==> src/rtl/spi_regfile_rw.sv <==
// SPI mode-0 peripheral in front of a small register file. It takes write and
// read-back frames {rw, addr, data}, sent MSB first, and counts rejected frames.
//
// state  | meaning
// IDLE   | waiting for ncs to fall
// ADDR   | shifting in the rw bit and the address
// DATA   | shifting in data; read data goes out on cipo
// COMMIT | one cycle to judge the frame: write, count an error, or do nothing
module spi_regfile_rw #(
  parameter int NUM_REGS    = 5,
  parameter int ADDR_W      = 7,
  parameter int DATA_W      = 8,
  parameter int SYNC_STAGES = 2
) (
  input  logic                       clk,
  input  logic                       rst_n,
  input  logic                       sclk,
  input  logic                       copi,
  input  logic                       ncs,
  output logic                       cipo,
  output logic                       cipo_oe,
  output logic [NUM_REGS*DATA_W-1:0] regs_flat,
  output logic                       wr_strobe,
  output logic [ADDR_W-1:0]          wr_addr,
  output logic [7:0]                 err_cnt
);

  localparam int FRAME_W = 1 + ADDR_W + DATA_W;
  localparam int CNT_W   = $clog2(FRAME_W + 2);
  localparam logic [CNT_W-1:0] CNT_HDR   = CNT_W'(1 + ADDR_W);
  localparam logic [CNT_W-1:0] CNT_FRAME = CNT_W'(FRAME_W);
  localparam logic [CNT_W-1:0] CNT_SAT   = CNT_W'(FRAME_W + 1);

  localparam logic [1:0] IDLE   = 2'd0;
  localparam logic [1:0] ADDR   = 2'd1;
  localparam logic [1:0] DATA   = 2'd2;
  localparam logic [1:0] COMMIT = 2'd3;

  logic [SYNC_STAGES-1:0] sclk_q, copi_q, ncs_q;
  logic                   sclk_d, ncs_d;
  logic [SYNC_STAGES:0]   arm_q;
  logic                   sclk_s, copi_s, ncs_s, armed;
  logic                   sclk_rise, sclk_fall, ncs_rise, ncs_fall;

  logic [1:0]         state;
  logic [FRAME_W-1:0] shift_q;
  logic [CNT_W-1:0]   cnt;
  logic [DATA_W-1:0]  sout;

  logic               frm_rw, hdr_rw, addr_ok, wr_ok, frm_err;
  logic [ADDR_W-1:0]  frm_addr, hdr_addr, look_addr;
  logic [DATA_W-1:0]  frm_data, rd_data;

  // ncs resets to "deasserted". The arm pipeline keeps the reset value from
  // looking like a falling edge when ncs is already low as reset releases.
  always_ff @(posedge clk or negedge rst_n) begin
    if (!rst_n) begin
      sclk_q <= '0;
      copi_q <= '0;
      ncs_q  <= '1;
      sclk_d <= 1'b0;
      ncs_d  <= 1'b1;
      arm_q  <= '0;
    end else begin
      sclk_q <= {sclk_q[SYNC_STAGES-2:0], sclk};
      copi_q <= {copi_q[SYNC_STAGES-2:0], copi};
      ncs_q  <= {ncs_q[SYNC_STAGES-2:0], ncs};
      sclk_d <= sclk_q[SYNC_STAGES-1];
      ncs_d  <= ncs_q[SYNC_STAGES-1];
      arm_q  <= {arm_q[SYNC_STAGES-1:0], 1'b1};
    end
  end

  assign sclk_s    = sclk_q[SYNC_STAGES-1];
  assign copi_s    = copi_q[SYNC_STAGES-1];
  assign ncs_s     = ncs_q[SYNC_STAGES-1];
  assign armed     = arm_q[SYNC_STAGES];
  assign sclk_rise = sclk_s & ~sclk_d;
  assign sclk_fall = ~sclk_s & sclk_d;
  assign ncs_fall  = armed & ncs_d & ~ncs_s;
  assign ncs_rise  = armed & ~ncs_d & ncs_s;
  assign cipo_oe   = ~ncs_s;

  assign frm_rw    = shift_q[FRAME_W-1];
  assign frm_addr  = shift_q[DATA_W +: ADDR_W];
  assign frm_data  = shift_q[DATA_W-1:0];
  assign hdr_rw    = shift_q[ADDR_W];
  assign hdr_addr  = shift_q[ADDR_W-1:0];
  assign look_addr = (state == COMMIT) ? frm_addr : hdr_addr;

  // Register lookup. An address with no register returns zero and is not valid.
  always_comb begin
    rd_data = '0;
    addr_ok = 1'b0;
    for (int i = 0; i < NUM_REGS; i++) begin
      if (look_addr == ADDR_W'(i)) begin
        rd_data = regs_flat[i*DATA_W +: DATA_W];
        addr_ok = 1'b1;
      end
    end
  end

  assign wr_ok   = (cnt == CNT_FRAME) && frm_rw && addr_ok;
  assign frm_err = (cnt != CNT_FRAME) || !addr_ok;

  always_ff @(posedge clk or negedge rst_n) begin
    if (!rst_n) begin
      state     <= IDLE;
      shift_q   <= '0;
      cnt       <= '0;
      sout      <= '0;
      cipo      <= 1'b0;
      regs_flat <= '0;
      wr_strobe <= 1'b0;
      wr_addr   <= '0;
      err_cnt   <= '0;
    end else begin
      wr_strobe <= 1'b0;

      if (sclk_rise && !ncs_s && (state == ADDR || state == DATA)) begin
        shift_q <= {shift_q[FRAME_W-2:0], copi_s};
        if (cnt != CNT_SAT) cnt <= cnt + 1'b1;
      end

      // The falling edge right after the last address bit must not shift,
      // because the data MSB is sampled on the next rising edge.
      if (sclk_fall && state == DATA && cnt > CNT_HDR) begin
        cipo <= sout[DATA_W-1];
        sout <= sout << 1;
      end

      case (state)
        IDLE: begin
          if (ncs_fall) begin
            state   <= ADDR;
            shift_q <= '0;
            cnt     <= '0;
          end
        end
        ADDR: begin
          if (ncs_rise) begin
            state <= COMMIT;
          end else if (cnt == CNT_HDR) begin
            state <= DATA;
            if (!hdr_rw) begin
              cipo <= rd_data[DATA_W-1];
              sout <= rd_data << 1;
            end else begin
              cipo <= 1'b0;
              sout <= '0;
            end
          end
        end
        DATA: begin
          if (ncs_rise) state <= COMMIT;
        end
        default: begin
          if (wr_ok) begin
            for (int i = 0; i < NUM_REGS; i++) begin
              if (frm_addr == ADDR_W'(i)) regs_flat[i*DATA_W +: DATA_W] <= frm_data;
            end
            wr_strobe <= 1'b1;
            wr_addr   <= frm_addr;
          end
          if (frm_err && err_cnt != 8'hFF) err_cnt <= err_cnt + 8'd1;
          if (ncs_fall) begin
            state   <= ADDR;
            shift_q <= '0;
            cnt     <= '0;
          end else begin
            state <= IDLE;
          end
        end
      endcase

      if (ncs_s) begin
        cipo <= 1'b0;
        sout <= '0;
      end
    end
  end

endmodule
==> config.mk <==
export PLATFORM = sky130hd
export DESIGN_NAME = spi_regfile_rw
export DESIGN_NICKNAME = d
export VERILOG_FILES = /design/src/rtl/spi_regfile_rw.sv
export SDC_FILE = /design/constraint.sdc
export NUM_CORES = 1
export LEC_CHECK = 0
export CAP_MARGIN = 15
export CORE_MARGIN = 1
export CORE_UTILIZATION = 55
export CTS_BUF_LIST = sky130_fd_sc_hd__clkbuf_16
export DETAILED_ROUTE_END_ITERATION = 6
export PLACE_DENSITY = 0.78
export SLEW_MARGIN = 10
export SYNTH_ARGS = -nofsm -noshare
export SYNTH_HDL_FRONTEND = slang
export SYNTH_SLANG_ARGS = --single-unit
==> constraint.sdc <==
create_clock -name clk -period 2.45 [get_ports clk]
set_input_delay 0.6125 -clock clk [delete_from_list [all_inputs] [get_ports clk]]
set_output_delay 0.6125 -clock clk [all_outputs]
set_load 0.05 [all_outputs]
# After elaboration in Yosys (flattened, before gate mapping)

Index checks and enable logic that the tools add are counted.

Flip-flop bits (word level): 99

Add/sub/neg operators: 2
Order comparisons: 1
Eq/ne operators: 19
Multiplexer cells: 38
Bitwise operators: 11
Reduce and logical (&&, ||, !) cells: 24

Operators by type and width:

| cell                | count |
|---|---|
| $mux 8              | 11 |
| $mux 16             | 3 |
| $eq 7x2->1 const B  | 4 |
| $mux 5              | 4 |
| $reduce_and 3->1    | 6 |
| $eq 7x1->1 const B  | 2 |
| $eq 7x3->1 const B  | 2 |
| $logic_not 7->1     | 2 |
| $mux 1              | 14 |
| $ne 5x5->1 const B  | 2 |
| $add 8x1->8 const B | 1 |
| $mux 2              | 4 |
| $ne 8x8->1 const B  | 1 |
| $logic_and 1x1->1   | 7 |
| $mux 7              | 1 |
| $and 1x1->1         | 6 |
| $pmux 2 s3          | 1 |
| $add 5x1->5 const B | 1 |
| $eq 5x4->1 const B  | 1 |
| $eq 5x5->1 const B  | 1 |
| $gt 5x4->1 const B  | 1 |
| $not 1->1           | 5 |
| $eq 2x2->1 const B  | 2 |
| $ne 2x2->1 const B  | 2 |
| 8 further kinds     | 11 |

# Longest topological paths before layout

Word-level depth: 13
Depth in mapped cells: 8
Gate-level depth less buffers: 7

# Least setup slack after synthesis

Ideal clock, no wire load.

Kind: register to register
Start: register cnt[0]
End: register regs_flat[24]
Arrival time: 1.942 ns
Slack: 0.384 ns
Stages on the path, launching flop included: 9
Path buffers: 1
Clock period less this slack: 2.066 ns
Path through: dfrtp_1 inv_1 ha_1 and4bb_2 nand4b_4 nor3_4 and3_2 buf_6 mux2_2

Word-level cells in the longest chain between the ends: 4

RTL lines:

| what                            | line | source |
|---|---|---|
| start, declared                 | 47   | `logic [CNT_W-1:0] cnt;` |
| start signal, assigned          | 122  | `if (cnt != CNT_SAT) cnt <= cnt + 1'b1;` |
| $eq 5x5->1                      | 103  | `assign wr_ok = (cnt == CNT_FRAME) && frm_rw && addr_ok;` |
| $logic_and 1x1->1 (2 in series) | 103  |  |
| $reduce_and 3->1 (no line)      | n/a  |  |
| end signal, assigned by index   | 160  | `if (frm_addr == ADDR_W'(i)) regs_flat[i*DATA_W +: DATA_W] <= frm_data;` |
| end, declared                   | 22   | `output logic [NUM_REGS*DATA_W-1:0] regs_flat,` |

Every way passes these cells.
A chain may end at the register's enable or synchronous reset.

# Worst setup path after layout

Start: register ncs_q[1]
End: output port cipo_oe

Word-level cells in the longest chain between the ends: 1

RTL lines:

| what                   | line | source |
|---|---|---|
| start, declared        | 39   | `logic [SYNC_STAGES-1:0] sclk_q, copi_q, ncs_q;` |
| start signal, assigned | 67   | `ncs_q <= {ncs_q[SYNC_STAGES-2:0], ncs};` |
| $not 1->1              | 82   | `assign cipo_oe = ~ncs_s;` |
| end, declared          | 21   | `output logic cipo_oe,` |

Every way passes these cells.

==> impl_metrics.toml <==
[run_status]
status = "finished, final reports clean"

[floorplanning]
die_y_um = 93.2
die-area_mm2 = 0.00869
die_w_um = 93.2
ios = 63
start_util_pct = 58.0
core_mm2 = 0.00789
rows = 32

[clock_tree]
ctsHtreeMaxLevel = 3
cts-root-buf = "clkbuf_16"
ctsResizeCount = 0
post_cts_buffers = 0
cts_inserted_buffers = 9
clock_path_buffers = 2
cts_num_sinks = 99
path_clk_slew_ns = 0.07
cts_tree = "done"
ctsHoldBuffers = 0
insertion_delay_ns = 0.35

[placed_design]
dp_cells = 549
hpwlAfterDp_mm = 7.05
port_buffers = 62
gp_congestion = 0.835
dpl_cell_area_mm2 = 0.00533

[timing]
worst_pin_slew_ns = 0.639
rsz0062_at_grt = "no"
hold_violations = 0
fin_crit_sh_pct = 96.8
fmax_mhz = 422
drv_slew = 0
finalCriticalPeriod_ns = 2.37
final-setup-viol-count = 0
hold_slack_ns = 0.157
fin_tns_setup_ns = 0
slew-limit-headroom_pct = 57.3
finClkSkew_ns = 0.0105

[global_routing]
grt_first_pass_wirelength_mm = 17.0
antenna_found_initial = 0
grt_usage_pct = 25.8
grt_max_degree = 56
grt_overflow = 0
grt_pass1_vias = 3316

[synth]
syn_nets = 409
yosys_warnings = 0
synth_area_mm2 = 0.00457
syn-instance-count = 396
async_reset_ff_share_pct = 100
yosysUniqueCellTypes = 56
ys_ff_latch = 99
ys_seq_area_share_pct = 54.2
ys.flop_type = "dfrtp_1"
synth_edf_count = 0
synth.avg_cell_area_um2 = 11.6

[drt]
wl_mm = 10.2
drt-initial-drc-count = 197
via_per_inst = 5.82
drt_first_pass_iters = 4
drc_errors = 0
wire_per_inst_um = 18.1
vias = 3283
postRouteAntennaNets = 0

[pwr]
swShare_pct = 32.8
p_total_mw = 4.41
p_switching_mw = 1.45
combinationalPowerShare_pct = 23.7
seq_power_share_pct = 43.8
intPower_mw = 2.96
ir_worst_vdd_uv = 631
p_leak_nw = 2.57
power_frac_clock_pct = 32.4
powerDensity_mw_per_mm2 = 783

[layout]
final_cell_area_mm2 = 0.00562
layout-drive-gt1-share_pct = 20.8
synthToLayoutAreaGrowth_pct = 22.9
fin_cells = 564
seqCellArea_mm2 = 0.00248
nNetsFinal = 471
multiInputGateArea_mm2 = 0.00196
antenna_cells = 0
num-fill-cells = 554

[worst_setup_path]
slowest_stage = "clkdlybuf4s50_1"
cp.required_ns = 1.84
crit_chain = "inv_1 > clkdlybuf4s50_1"
cp.arrival_ns = 1.76
critPathLaunchType = "flip-flop"
cp-end-kind = "primary output"
cp_slowest_stage_delay_ns = 0.70
crit_type = "flip-flop to primary output"
worstPathMaxFanout = 9

[job]
drv_cap = 0

[worst_hold_path]
hp-class = "input port to asynchronous set/reset pin"
==> cells in the mapped netlist, types with 2 or more instances <==
cell type | n | area share, %
a211o_1 | 4 | 0.77
a21oi_1 | 26 | 2.8
a221o_1 | 3 | 0.66
and2_1 | 5 | 0.68
and2_2 | 4 | 0.66
buf_1 | 2 | 0.16
buf_2 | 5 | 0.55
clkbuf_1 | 13 | 1.1
clkbuf_2 | 2 | 0.22
dfrtp_1 | 96 | 53
dfstp_2 | 3 | 1.7
ha_1 | 8 | 2.2
inv_1 | 8 | 0.66
mux2_2 | 49 | 12
mux2i_1 | 15 | 3.3
nand2_1 | 56 | 4.6
nand2_2 | 2 | 0.27
nand3_1 | 7 | 0.77
nand4_1 | 6 | 0.82
nor2_1 | 15 | 1.2
nor2b_1 | 6 | 0.82
nor3_1 | 3 | 0.33
nor4_1 | 2 | 0.27
nor4b_1 | 2 | 0.38
nor4bb_1 | 4 | 0.88
o21ai_0 | 4 | 0.44
o221ai_1 | 3 | 0.57
o22a_1 | 2 | 0.38
o22ai_1 | 6 | 0.82
xnor2_1 | 2 | 0.38
xor2_1 | 8 | 1.5
==> sequential cells by signal, indices dropped and copies added, names as in the netlist <==
| name | flops |
|---|---|
| regs_flat | 40 |
| shift_q | 16 |
| err_cnt | 8 |
| sout | 8 |
| wr_addr | 7 |
| cnt | 5 |
| arm_q | 3 |
| copi_q | 2 |
| ncs_q | 2 |
| sclk_q | 2 |
| state | 2 |
| cipo | 1 |
| ncs_d | 1 |
| sclk_d | 1 |
| wr_strobe | 1 |
==> stage by stage <==
| step | worst slack, ns | utilization [%] |
|---|---|---|
| after floorplan | 0.384 | - |
| after CTS | 0.0626 | 71.3 |
| after global placement | 0.243 | 67.5 |
| after global routing | 0.0219 | 71.3 |
| final | 0.0790 | 71.3 |
| after detailed placement | 0.187 | 67.5 |
==> power groups by stage <==
stage	Sequential, mW	Clock [mW]	Combinational, mW
after global placement	1.95	0	1.01
after detailed placement	1.96	0	1.05
final	1.93	1.43	1.05
after CTS	1.93	1.45	1.05
after global routing	1.95	1.52	1.15
after floorplan	2.02	0	0.640
==> final cells by class <==
| type | instances | share of cell area (%) |
|---|---|---|
| Timing Repair Buffer | 75 | 12.9 |
| Clock buffer | 9 | 4.00 |
| Inverter | 8 | 0.534 |
| Tap cell | 102 | 2.27 |
| Multi-Input combinational cell | 265 | 34.8 |
| Sequential cell | 99 | 44.1 |
| Clock inverter | 6 | 1.29 |
==> layout by cell type (no fill, tap or decap), types with 2 or more instances in the layout <==
master,count
a21oi_1,26
xnor2_1,2
ha_1,8
o221ai_1,3
o22ai_1,6
o22a_1,2
dfstp_2,3
nand2_1,56
a221o_1,3
nor4bb_1,3
dfrtp_1,96
nand3_1,7
inv_6,3
nor3_1,3
clkdlybuf4s50_1,61
nor4b_1,2
clkbuf_16,9
inv_1,8
a211o_1,4
and2_1,5
mux2_2,49
o21ai_0,4
nand2_2,2
mux2i_1,15
nor2b_1,6
xor2_1,8
nor2_1,15
nand4_1,6
nor4_1,2
and2_2,4
buf_4,13
==> kinds of logic (layout without fill, tap and decap cells) <==
logic type	after synthesis	count (layout)	synth area share [%]
buffers and inverters	32	98	3.06
AO/OA/AOI/OAI	56	56	8.07
AND/OR/NAND/NOR	126	126	15.1
flip-flops	99	99	54.2
other	1	1	0.0820
multiplexers	64	64	15.3
adder cells (fa/ha/maj)	8	8	2.19
XOR/XNOR	10	10	1.91
==> worst max-delay path: cells and delay by family, from the launching register on <==
kind / cells / cell delay, ns
buf+inv: 2 / 0.78
flops: 1 / 0.64
==> routing by layer <==
layer  vias to the layer above  global-route usage [%]  part of all wire (%)
li1                       1516                       -                     -
met1                      1677                    35.4                    44
met2                        84                    41.9                    49
met3                         6                    6.26                   6.1
met4                         0                    5.90                  0.75
met5                         -                       0                     0
==> worst paths after layout <==
path,start,end,slack (ns),cells past startpoint
worst max-delay path,ncs_q[1]$_DFF_PN1_,cipo_oe,0.08,2
worst min-delay path,rst_n,sout[6]$_DFF_PN0_,0.16,1
worst max register to register,state[0]$_DFFE_PN0P_,sout[5]$_DFF_PN0_,0.17,7
worst min register to register,copi_q[0]$_DFF_PN0_,copi_q[1]$_DFF_PN0_,0.35,0
max in group asynchronous,rst_n,regs_flat[37]$_DFFE_PN0P_,1.67,2
min in group clk,copi_q[0]$_DFF_PN0_,copi_q[1]$_DFF_PN0_,0.35,0
Note: power is estimated with default switching activity, not from simulation.
